--- config.mk ---
export PLATFORM = sky130hd
export DESIGN_NAME = matmul_ctrl
export DESIGN_NICKNAME = d
export VERILOG_FILES = /design/src/rtl/matmul_ctrl.sv
export SDC_FILE = /design/constraint.sdc
export NUM_CORES = 1
export LEC_CHECK = 0
export ABC_AREA = 1
export BUFFER_PORTS_ARGS = -buffer_cell sky130_fd_sc_hd__buf_2
export CAP_MARGIN = 20
export CORE_MARGIN = 1.5
export CORE_UTILIZATION = 40
export CTS_CLUSTER_SIZE = 40
export DETAILED_ROUTE_END_ITERATION = 8
export PLACE_DENSITY = 0.62
export SLEW_MARGIN = 5
export SYNTH_ARGS = -nofsm -noshare
export SYNTH_HDL_FRONTEND = slang
export SYNTH_SLANG_ARGS = --single-unit
--- constraint.sdc ---
create_clock -name clk -period 7.3 [get_ports clk]
set_input_delay 1.46 -clock clk [delete_from_list [all_inputs] [get_ports clk]]
set_output_delay 1.46 -clock clk [all_outputs]
set_load 0.005 [all_outputs]
--- src/rtl/matmul_ctrl.sv ---
// ============================================================================
//  Module   : matmul_ctrl
//  Brief    : Sequences an N x N signed 8-bit matrix product through a shared
//             multiplier, reading A/B from 1-cycle-latency RAMs and writing C.
//  Revision : 1.0 - initial release
// ============================================================================
`default_nettype none

module matmul_ctrl #(
   parameter int N    = 4,
   parameter int AW   = (N == 1) ? 1 : $clog2(N * N),
   parameter int ACCW = 16 + $clog2(N)
) (
   input  logic            clk,
   input  logic            rst,
   input  logic            start,
   output logic            busy,
   output logic            done,
   output logic [AW-1:0]   a_addr,
   input  logic [7:0]      a_data,
   output logic [AW-1:0]   b_addr,
   input  logic [7:0]      b_data,
   output logic            c_we,
   output logic [AW-1:0]   c_addr,
   output logic [ACCW-1:0] c_data,
   output logic            mul_ready,
   output logic [7:0]      mul_data1,
   output logic [7:0]      mul_data2,
   input  logic [15:0]     mul_result,
   input  logic            mul_done
);

   localparam int IW = (N == 1) ? 1 : $clog2(N);

   typedef enum logic [2:0] {
      S_IDLE, S_FETCH, S_LOAD, S_ISSUE, S_WAIT, S_ACC, S_WRITE, S_DONE
   } state_t;

   state_t                 r_state;
   logic [IW-1:0]          r_i, r_j, r_k;
   logic signed [ACCW-1:0] r_acc;

   logic signed [ACCW-1:0] w_sum;
   logic                   w_last_k, w_last_j, w_last_i;
   logic [IW-1:0]          w_k_inc, w_j_next, w_i_next;

   function automatic logic [AW-1:0] f_addr(input logic [IW-1:0] row,
                                            input logic [IW-1:0] col);
      f_addr = AW'(32'(row) * 32'(N) + 32'(col));
   endfunction

   assign w_sum    = r_acc + ACCW'($signed(mul_result));
   assign w_last_k = (r_k == IW'(N - 1));
   assign w_last_j = (r_j == IW'(N - 1));
   assign w_last_i = (r_i == IW'(N - 1));
   assign w_k_inc  = r_k + IW'(1);
   assign w_j_next = w_last_j ? '0 : r_j + IW'(1);
   assign w_i_next = w_last_j ? r_i + IW'(1) : r_i;

   // Outputs are registered on entry to the state that owns them, so each
   // strobe is high exactly during its named state.
   always_ff @(posedge clk or posedge rst) begin
      if (rst) begin
         r_state   <= S_IDLE;
         r_i       <= '0;
         r_j       <= '0;
         r_k       <= '0;
         r_acc     <= '0;
         busy      <= 1'b0;
         done      <= 1'b0;
         a_addr    <= '0;
         b_addr    <= '0;
         c_we      <= 1'b0;
         c_addr    <= '0;
         c_data    <= '0;
         mul_ready <= 1'b0;
         mul_data1 <= '0;
         mul_data2 <= '0;
      end else begin
         done      <= 1'b0;
         c_we      <= 1'b0;
         mul_ready <= 1'b0;
         case (r_state)
            S_IDLE: begin
               busy <= 1'b0;
               if (start) begin
                  r_state <= S_FETCH;
                  busy    <= 1'b1;
                  r_i     <= '0;
                  r_j     <= '0;
                  r_k     <= '0;
                  r_acc   <= '0;
                  a_addr  <= '0;
                  b_addr  <= '0;
               end
            end
            S_FETCH: r_state <= S_LOAD;
            S_LOAD: begin
               mul_data1 <= a_data;
               mul_data2 <= b_data;
               mul_ready <= 1'b1;
               r_state   <= S_ISSUE;
            end
            S_ISSUE: r_state <= S_WAIT;
            S_WAIT: begin
               if (mul_done) r_state <= S_ACC;
            end
            S_ACC: begin
               r_acc <= w_sum;
               if (w_last_k) begin
                  c_we    <= 1'b1;
                  c_addr  <= f_addr(r_i, r_j);
                  c_data  <= w_sum;
                  r_state <= S_WRITE;
               end else begin
                  r_k     <= w_k_inc;
                  a_addr  <= f_addr(r_i, w_k_inc);
                  b_addr  <= f_addr(w_k_inc, r_j);
                  r_state <= S_FETCH;
               end
            end
            S_WRITE: begin
               r_acc <= '0;
               r_k   <= '0;
               r_j   <= w_j_next;
               r_i   <= w_i_next;
               if (w_last_i && w_last_j) begin
                  done    <= 1'b1;
                  r_state <= S_DONE;
               end else begin
                  a_addr  <= f_addr(w_i_next, '0);
                  b_addr  <= f_addr('0, w_j_next);
                  r_state <= S_FETCH;
               end
            end
            S_DONE: begin
               busy    <= 1'b0;
               r_state <= S_IDLE;
            end
            default: r_state <= S_IDLE;
         endcase
      end
   end

endmodule

`default_nettype wire

==> impl_metrics.env, run 1 <==
export IMPL_drtIter0Drc=107
export IMPL_grt_busiest_layer="met2"
export IMPL_yosys_register_bits=75
export IMPL_ys_warnings_count=0
export IMPL_grt_met3_usage_pct=4.17
export IMPL_drive_gt1_share_pct=20.0
export IMPL_gr_usage_all_layers_pct=18.8
export IMPL_drv_slew=0
export IMPL_postSynthCellCount=492
export IMPL_synth_xor_xnor_area_share_pct=2.01
export IMPL_gr_total_overflow=0
export IMPL_critical_path_class="input pin to flip-flop"
export IMPL_synth_top_family_by_area="simple AND/OR/NAND/NOR gates"
export IMPL_postCtsHoldBufs=0
export IMPL_ctsResizeCount=0
export IMPL_fin_skew_ns=0.00756
export IMPL_wirelength_um=9020
export IMPL_cts_tree="done"
export IMPL_synthFlopType="dfrtp_1"
export IMPL_cts_inserted_buffers=9
export IMPL_vias=3378
export IMPL_synth_area_mux_share_pct=0
export IMPL_period_share_pct=37.7
export IMPL_worstSkewPairLatency_ns=0.35
export IMPL_slowest_stage="fa_1"
export IMPL_tightestPinTransition_ns=0.924
export IMPL_synth_compound_area_share_pct=8.10
export IMPL_status="completed"
export IMPL_swShare_pct=39.2
export IMPL_htree_num_levels=3
export IMPL_async_flop_share_pct=100
export IMPL_areaGrowthSynthToFinish_pct=19.1
export IMPL_final_core_util_pct=49.8
export IMPL_crit_top_cell="nand2_1"
export IMPL_gp_routability_congestion=0.878
export IMPL_gr_usage_met1_pct=24.1
export IMPL_grt_pass1_vias=3343
export IMPL_synthesis_nets=549
export IMPL_cp_end_kind="flip-flop"
export IMPL_post_cts_buffers=0
export IMPL_critical_path_max_stage_delay_ns=0.42
export IMPL_grt_util_met2_pct=31.6
export IMPL_final_nets=634
export IMPL_ys_seq_area_share_pct=47.9
export IMPL_critPathRequiredTime_ns=7.54
export IMPL_avgSynthCellArea_um2=7.97
export IMPL_netlist_top_cells_count="nand2_1, dfrtp_1, inv_1"
export IMPL_path_cells="buf_2 > ha_1 > fa_1 > nand3_1 > nand2_1 > nand2_1 > nand2_1 > nand2_1 > nand3b_1 > nand3_1 > nand2_1"
export IMPL_period_needed_ns=2.76
export IMPL_setup_tns_ns=0
export IMPL_ant_nets=0
export IMPL_drc=0
export IMPL_vias_per_cell=4.76
export IMPL_yosysTopAreaCell="dfrtp_1"
export IMPL_crit_fanout=3
export IMPL_power_leakage_nw=2.58
export IMPL_comb_power_share_pct=39.2
export IMPL_drt_pass1_iterations=4
export IMPL_intPower_mw=0.964
export IMPL_dpl_hpwl_um=6540
export IMPL_synth_most_common_cell="nand2_1"
export IMPL_hp_class="flip-flop to flip-flop"
export IMPL_antenna_found_initial=0
export IMPL_seq_power_share_pct=38.0
export IMPL_die_w_um=102
export IMPL_die_area_um2=10400
export IMPL_pin_count=86
export IMPL_n_antenna_cell=0
export IMPL_cts_root_buffer="clkbuf_8"
export IMPL_max_freq_ghz=0.363
export IMPL_port_buffers=85
export IMPL_finalSetupViolCount=0
export IMPL_path_clk_slew_ns=0.08
export IMPL_p_per_area_nw_per_um2=339
export IMPL_grt_max_degree=76
export IMPL_synth_distinct_cells=31
export IMPL_routedWlPerCell_um=12.7
export IMPL_p_switching_mw=0.620
export IMPL_initial_utilization_pct=41.8
export IMPL_cap_violations=0
export IMPL_rows=35
export IMPL_cp_arrival_ns=3.00
export IMPL_synth_enable_flop_cells=0
export IMPL_die_h_um=102
export IMPL_grt_pass1_wl_um=15300
export IMPL_clockBufferDepth=2
export IMPL_synthesis_area_um2=3920
export IMPL_totalPowerFinal_mw=1.58
export IMPL_synth_simple_area_share_pct=28.4
export IMPL_worstSetupStartpointType="input pin"
export IMPL_synth_top_area_share_pct=47.9
export IMPL_core_area_um2=9370
export IMPL_grt_setup_unrepaired="no"
export IMPL_ir_worst_vdd_v=0.000154
export IMPL_netlist_top_cells_area="dfrtp_1, nand2_1, ha_1, nand3_1, o21ai_0"
export IMPL_clock_sinks=75
export IMPL_hold_violations=0
export IMPL_slew_headroom_pct=38.4
export IMPL_p_clk_share_pct=22.8
export IMPL_synth_adder_area_share_pct=6.89
## stage by stage
stage	hold WS (ns)	cell area (um^2)	instances	setup WS, ns
2_1_floorplan	0.453	3920	492	3.93
3_3_place_gp	0.459	4450	695	4.22
3_5_place_dp	0.463	4450	695	4.19
4_1_cts	0.484	4670	710	4.56
5_1_grt	0.501	4670	710	4.40
6_report	0.476	4670	710	4.54
## worst max-delay path, delay by kind of cell
| kind | cells | cell delay, ns |
|---|---|---|
| fa+ha+maj | 2 | 0.65 |
| buf+inv | 1 | 0.10 |
| simple gates | 8 | 0.78 |
## kinds of logic after synthesis
family	after synthesis
and+or+nand+nor	262
DFF	75
buffers and inverters	64
AOI/OAI and AO/OA	61
adders and majority gates	21
xor gates and xnor gates	9
## state kept, by name, indices dropped and copies added (netlist names), 3 cells and up
name       flops
a_addr         4
c_addr         4
c_data        18
mul_data1      8
mul_data2      8
r_acc         18
r_state        3
## path summary, 6_finish.rpt
kind / startpoint / endpoint / slack (ns) / depth (start not counted)
setup reg to reg: r_state[2] / c_addr[0] / 5.20 / 7
max in group asynchronous: rst / r_acc[7] / 5.32 / 3
hold / removal: c_data[10] / c_data[10] / 0.48 / 2
hold reg to reg: c_data[10] / c_data[10] / 0.48 / 2
setup / recovery: mul_result[0] / c_data[12] / 4.54 / 11
min in group asynchronous: rst / c_data[15] / 1.40 / 3
## metal layers
metal  share of wire, %  routed length (um)
met5                  0                   0
met4                1.4                 122
met3                5.2                 471
met2                 47                4230
met1                 47                4200
## power by group through the flow
stage                     clock network (mW)  registers, mW  logic (mW)
after CTS                              0.370          0.603       0.630
after detailed placement                   0          0.607       0.627
after global routing                   0.388          0.618       0.722
after floorplan                            0          0.604       0.449
after global placement                     0          0.604       0.613
final                                  0.361          0.602       0.620
## cells in the final DEF, fill, tap and decap left out, types with 2 or more instances in the layout
cell type,instances
o21ai_0,36
buf_2,85
bufinv_16,2
xnor2_1,7
inv_1,46
a21o_1,2
xor2_1,2
ha_1,20
nand3b_1,4
nand4_1,2
nand3_1,37
clkbuf_8,10
nand2_2,4
nand3_2,2
o21a_1,2
dfrtp_1,75
nor2_1,16
nand2_1,189
o22ai_1,2
inv_2,5
inv_6,2
nor3_1,3
a21oi_1,18
## final cells by class
cell class | instances | area, um^2
Sequential cell | 75 | 1880
Tap cell | 129 | 161
Inverter | 52 | 195
Timing Repair Buffer | 86 | 433
Multi-Input combinational cell | 353 | 1780
Clock buffer | 10 | 138
Clock inverter | 5 | 85.1
Fill cell | 982 | 4700
(Power assumes the default switching activity.)
==> inputs of run 2 (changes only) <==
Settings changed: ABC_AREA 1 to 0, PLACE_DENSITY 0.62 to 0.65.
Clock period 7.3 ns to 2.4 ns, I/O delays scaled along.
==> impl_metrics.env, run 2 <==
export IMPL_async_flop_share_pct=100
export IMPL_critPathRequiredTime_ns=2.60
export IMPL_cts_tree="done"
export IMPL_finalSetupViolCount=0
export IMPL_rows=34
export IMPL_n_antenna_cell=0
export IMPL_synthesis_nets=397
export IMPL_gp_routability_congestion=0.851
export IMPL_dpl_hpwl_um=5970
export IMPL_vias=2880
export IMPL_synth_most_common_cell="dfrtp_1"
export IMPL_mostFrequentLayoutCells="buf_2, dfrtp_1, nand2_1"
export IMPL_ant_nets=0
export IMPL_postSynthCellCount=340
export IMPL_hold_violations=0
export IMPL_place_area_um2=4380
export IMPL_ys_seq_area_share_pct=51.2
export IMPL_cap_violations=0
export IMPL_reg_top3="c_data (18), r_acc (18)"
export IMPL_period_needed_ns=2.33
export IMPL_initial_utilization_pct=41.6
export IMPL_synthesis_area_um2=3660
export IMPL_status="finished with violations"
export IMPL_critical_path_class="flip-flop to flip-flop"
export IMPL_worstSetupStartpointType="flip-flop"
export IMPL_avgSynthCellArea_um2=10.8
export IMPL_drc=4
export IMPL_hp_class="input pin to asynchronous set/reset pin"
export IMPL_htree_num_levels=3
export IMPL_vias_per_cell=5.12
export IMPL_areaGrowthSynthToFinish_pct=25.8
export IMPL_grt_max_degree=47
export IMPL_drt_pass1_iterations=6
export IMPL_grt_setup_unrepaired="yes"
export IMPL_wirelength_um=8030
export IMPL_clock_sinks=75
export IMPL_power_leakage_nw=2.36
export IMPL_die_area_um2=9740
export IMPL_final_nets=507
export IMPL_die_h_um=98.7
export IMPL_port_buffers=85
export IMPL_drive_gt1_share_pct=35.4
export IMPL_ir_worst_vdd_v=0.000638
export IMPL_netlist_top_cells_area="dfrtp_1, ha_1, mux2_2, nand2_1, o21ai_0"
export IMPL_fin_skew_ns=0.00935
export IMPL_cts_root_buffer="clkbuf_8"
export IMPL_ys_warnings_count=0
export IMPL_clockBufferDepth=2
export IMPL_synth_top_area_share_pct=51.2
export IMPL_dp_cells=547
export IMPL_routedWlPerCell_um=14.3
export IMPL_cts_inserted_buffers=9
export IMPL_core_area_um2=8810
export IMPL_yosysTopAreaCell="dfrtp_1"
export IMPL_grt_pass1_wl_um=13900
export IMPL_drv_slew=0
export IMPL_gr_total_overflow=0
export IMPL_final_common_cell="buf_2"
export IMPL_synth_enable_flop_cells=0
export IMPL_tightestPinTransition_ns=0.603
export IMPL_drtIter0Drc=158
export IMPL_cp_end_kind="flip-flop"
export IMPL_grt_pass1_vias=3046
export IMPL_path_clk_slew_ns=0.08
export IMPL_slew_headroom_pct=59.7
export IMPL_worstSkewPairLatency_ns=0.34
export IMPL_synthFlopType="dfrtp_1"
export IMPL_totalPowerFinal_mw=5.42
export IMPL_cp_arrival_ns=2.53
export IMPL_fin_ws_ns=0.0679
export IMPL_netlist_top_cells_count="dfrtp_1, nand2_1, o21ai_0"
export IMPL_die_w_um=98.7
export IMPL_antenna_found_initial=0
export IMPL_dp_slack_ns=-0.234
export IMPL_max_freq_ghz=0.429
export IMPL_synth_distinct_cells=49
export IMPL_violations="design-rule violations"
export IMPL_gr_usage_all_layers_pct=17.6
export IMPL_postCtsHoldBufs=0
export IMPL_yosys_register_bits=75
export IMPL_final_core_util_pct=52.3
export IMPL_final_cells=563
export IMPL_crit_fanout=3
export IMPL_pin_count=86
export IMPL_stdcell_area_um2=4610
export IMPL_p_per_area_nw_per_um2=1180
export IMPL_period_share_pct=97.2
-- run 2: cell count changes in the layout (fill, tap and decap cells not counted), moves of 8 or more --
| cell | change |
|---|---|
| o21ai_1 | +13 |
| inv_1 | -41 |
| nand3_1 | -31 |
| o21ai_0 | -9 |
| nand2_1 | -138 |
| mux2_2 | +20 |
| buf_4 | +26 |
| a21o_1 | +8 |
-- run 2: path summary, 6_finish.rpt --
| check | start | slack [ns] | depth (start not counted) | end |
|---|---|---|---|---|
| worst max-delay path | r_acc[0] | 0.07 | 9 | r_acc[16] |
| worst min-delay path | rst | 0.08 | 2 | mul_data1[3] |
| worst max register to register | r_acc[0] | 0.07 | 9 | r_acc[16] |
| worst min register to register | c_data[3] | 0.48 | 2 | c_data[3] |
| max in group asynchronous | rst | 1.77 | 3 | a_addr[3] |
| min in group clk | a_data[2] | 0.37 | 2 | mul_data1[2] |
-- run 2: per-stage QoR --
step	setup TNS, ns	hold WS [ns]
detailed placement	-1.06	0.453
global placement	-0.588	0.447
global route	-0.168	0.101
floorplan	0	0.454
finish	0	0.0834
CTS	0	0.0819
-- run 2: worst max-delay path, stage by stage, from the launching register on --
cell and delay, ns:
dfrtp_1 0.39, ha_1 0.21, fa_1 0.41, a21o_1 0.21, a21oi_2 0.16, o21a_2 0.17, o41ai_4 0.10, a311oi_2 0.24
xor2_1 0.22, o21ai_1 0.08
-- run 2: metal layers --
| metal | track usage (%) | wire length (um) | share of wire, % | up-vias |
|---|---|---|---|---|
| met5 | 0 | 0 | 0 | - |
| met4 | 5.71 | 131 | 1.6 | 0 |
| met3 | 3.90 | 396 | 4.9 | 14 |
| met2 | 29.2 | 3810 | 47 | 76 |
| met1 | 22.9 | 3700 | 46 | 1364 |
| li1 | - | - | - | 1426 |
-- run 2: layout make-up --
type,instances,area [um^2]
clock buffer,12,145
clock inverter,4,73.8
fill,808,4200
inverter,7,26.3
multi-input combinational,244,1700
sequential,75,1880
tap,108,135
timing repair buffer,113,648
-- run 2: cell families after synthesis --
group | Yosys count | share of synthesized area [%]
compound gates | 98 | 17.4
xor+xnor | 16 | 3.83
fa+ha+maj | 21 | 7.38
buf+inv | 21 | 2.63
flops | 75 | 51.2
mux | 23 | 7.04
simple gates | 86 | 10.5
-- run 2: power by group --
part	switching [mW]	total, mW	internal, mW	leakage (nW)
sequential	0.267	1.93	1.66	0.909
clock	0.458	1.07	0.616	0.111
combinational	1.23	2.41	1.18	1.34
-- run 2: what timing repair did --
item                                    in CTS  in global routing
pin swaps                                    2                  6
endpoints found under the setup margin       2                  9
setup buffers                                0                  0
resized for setup                            0                  1
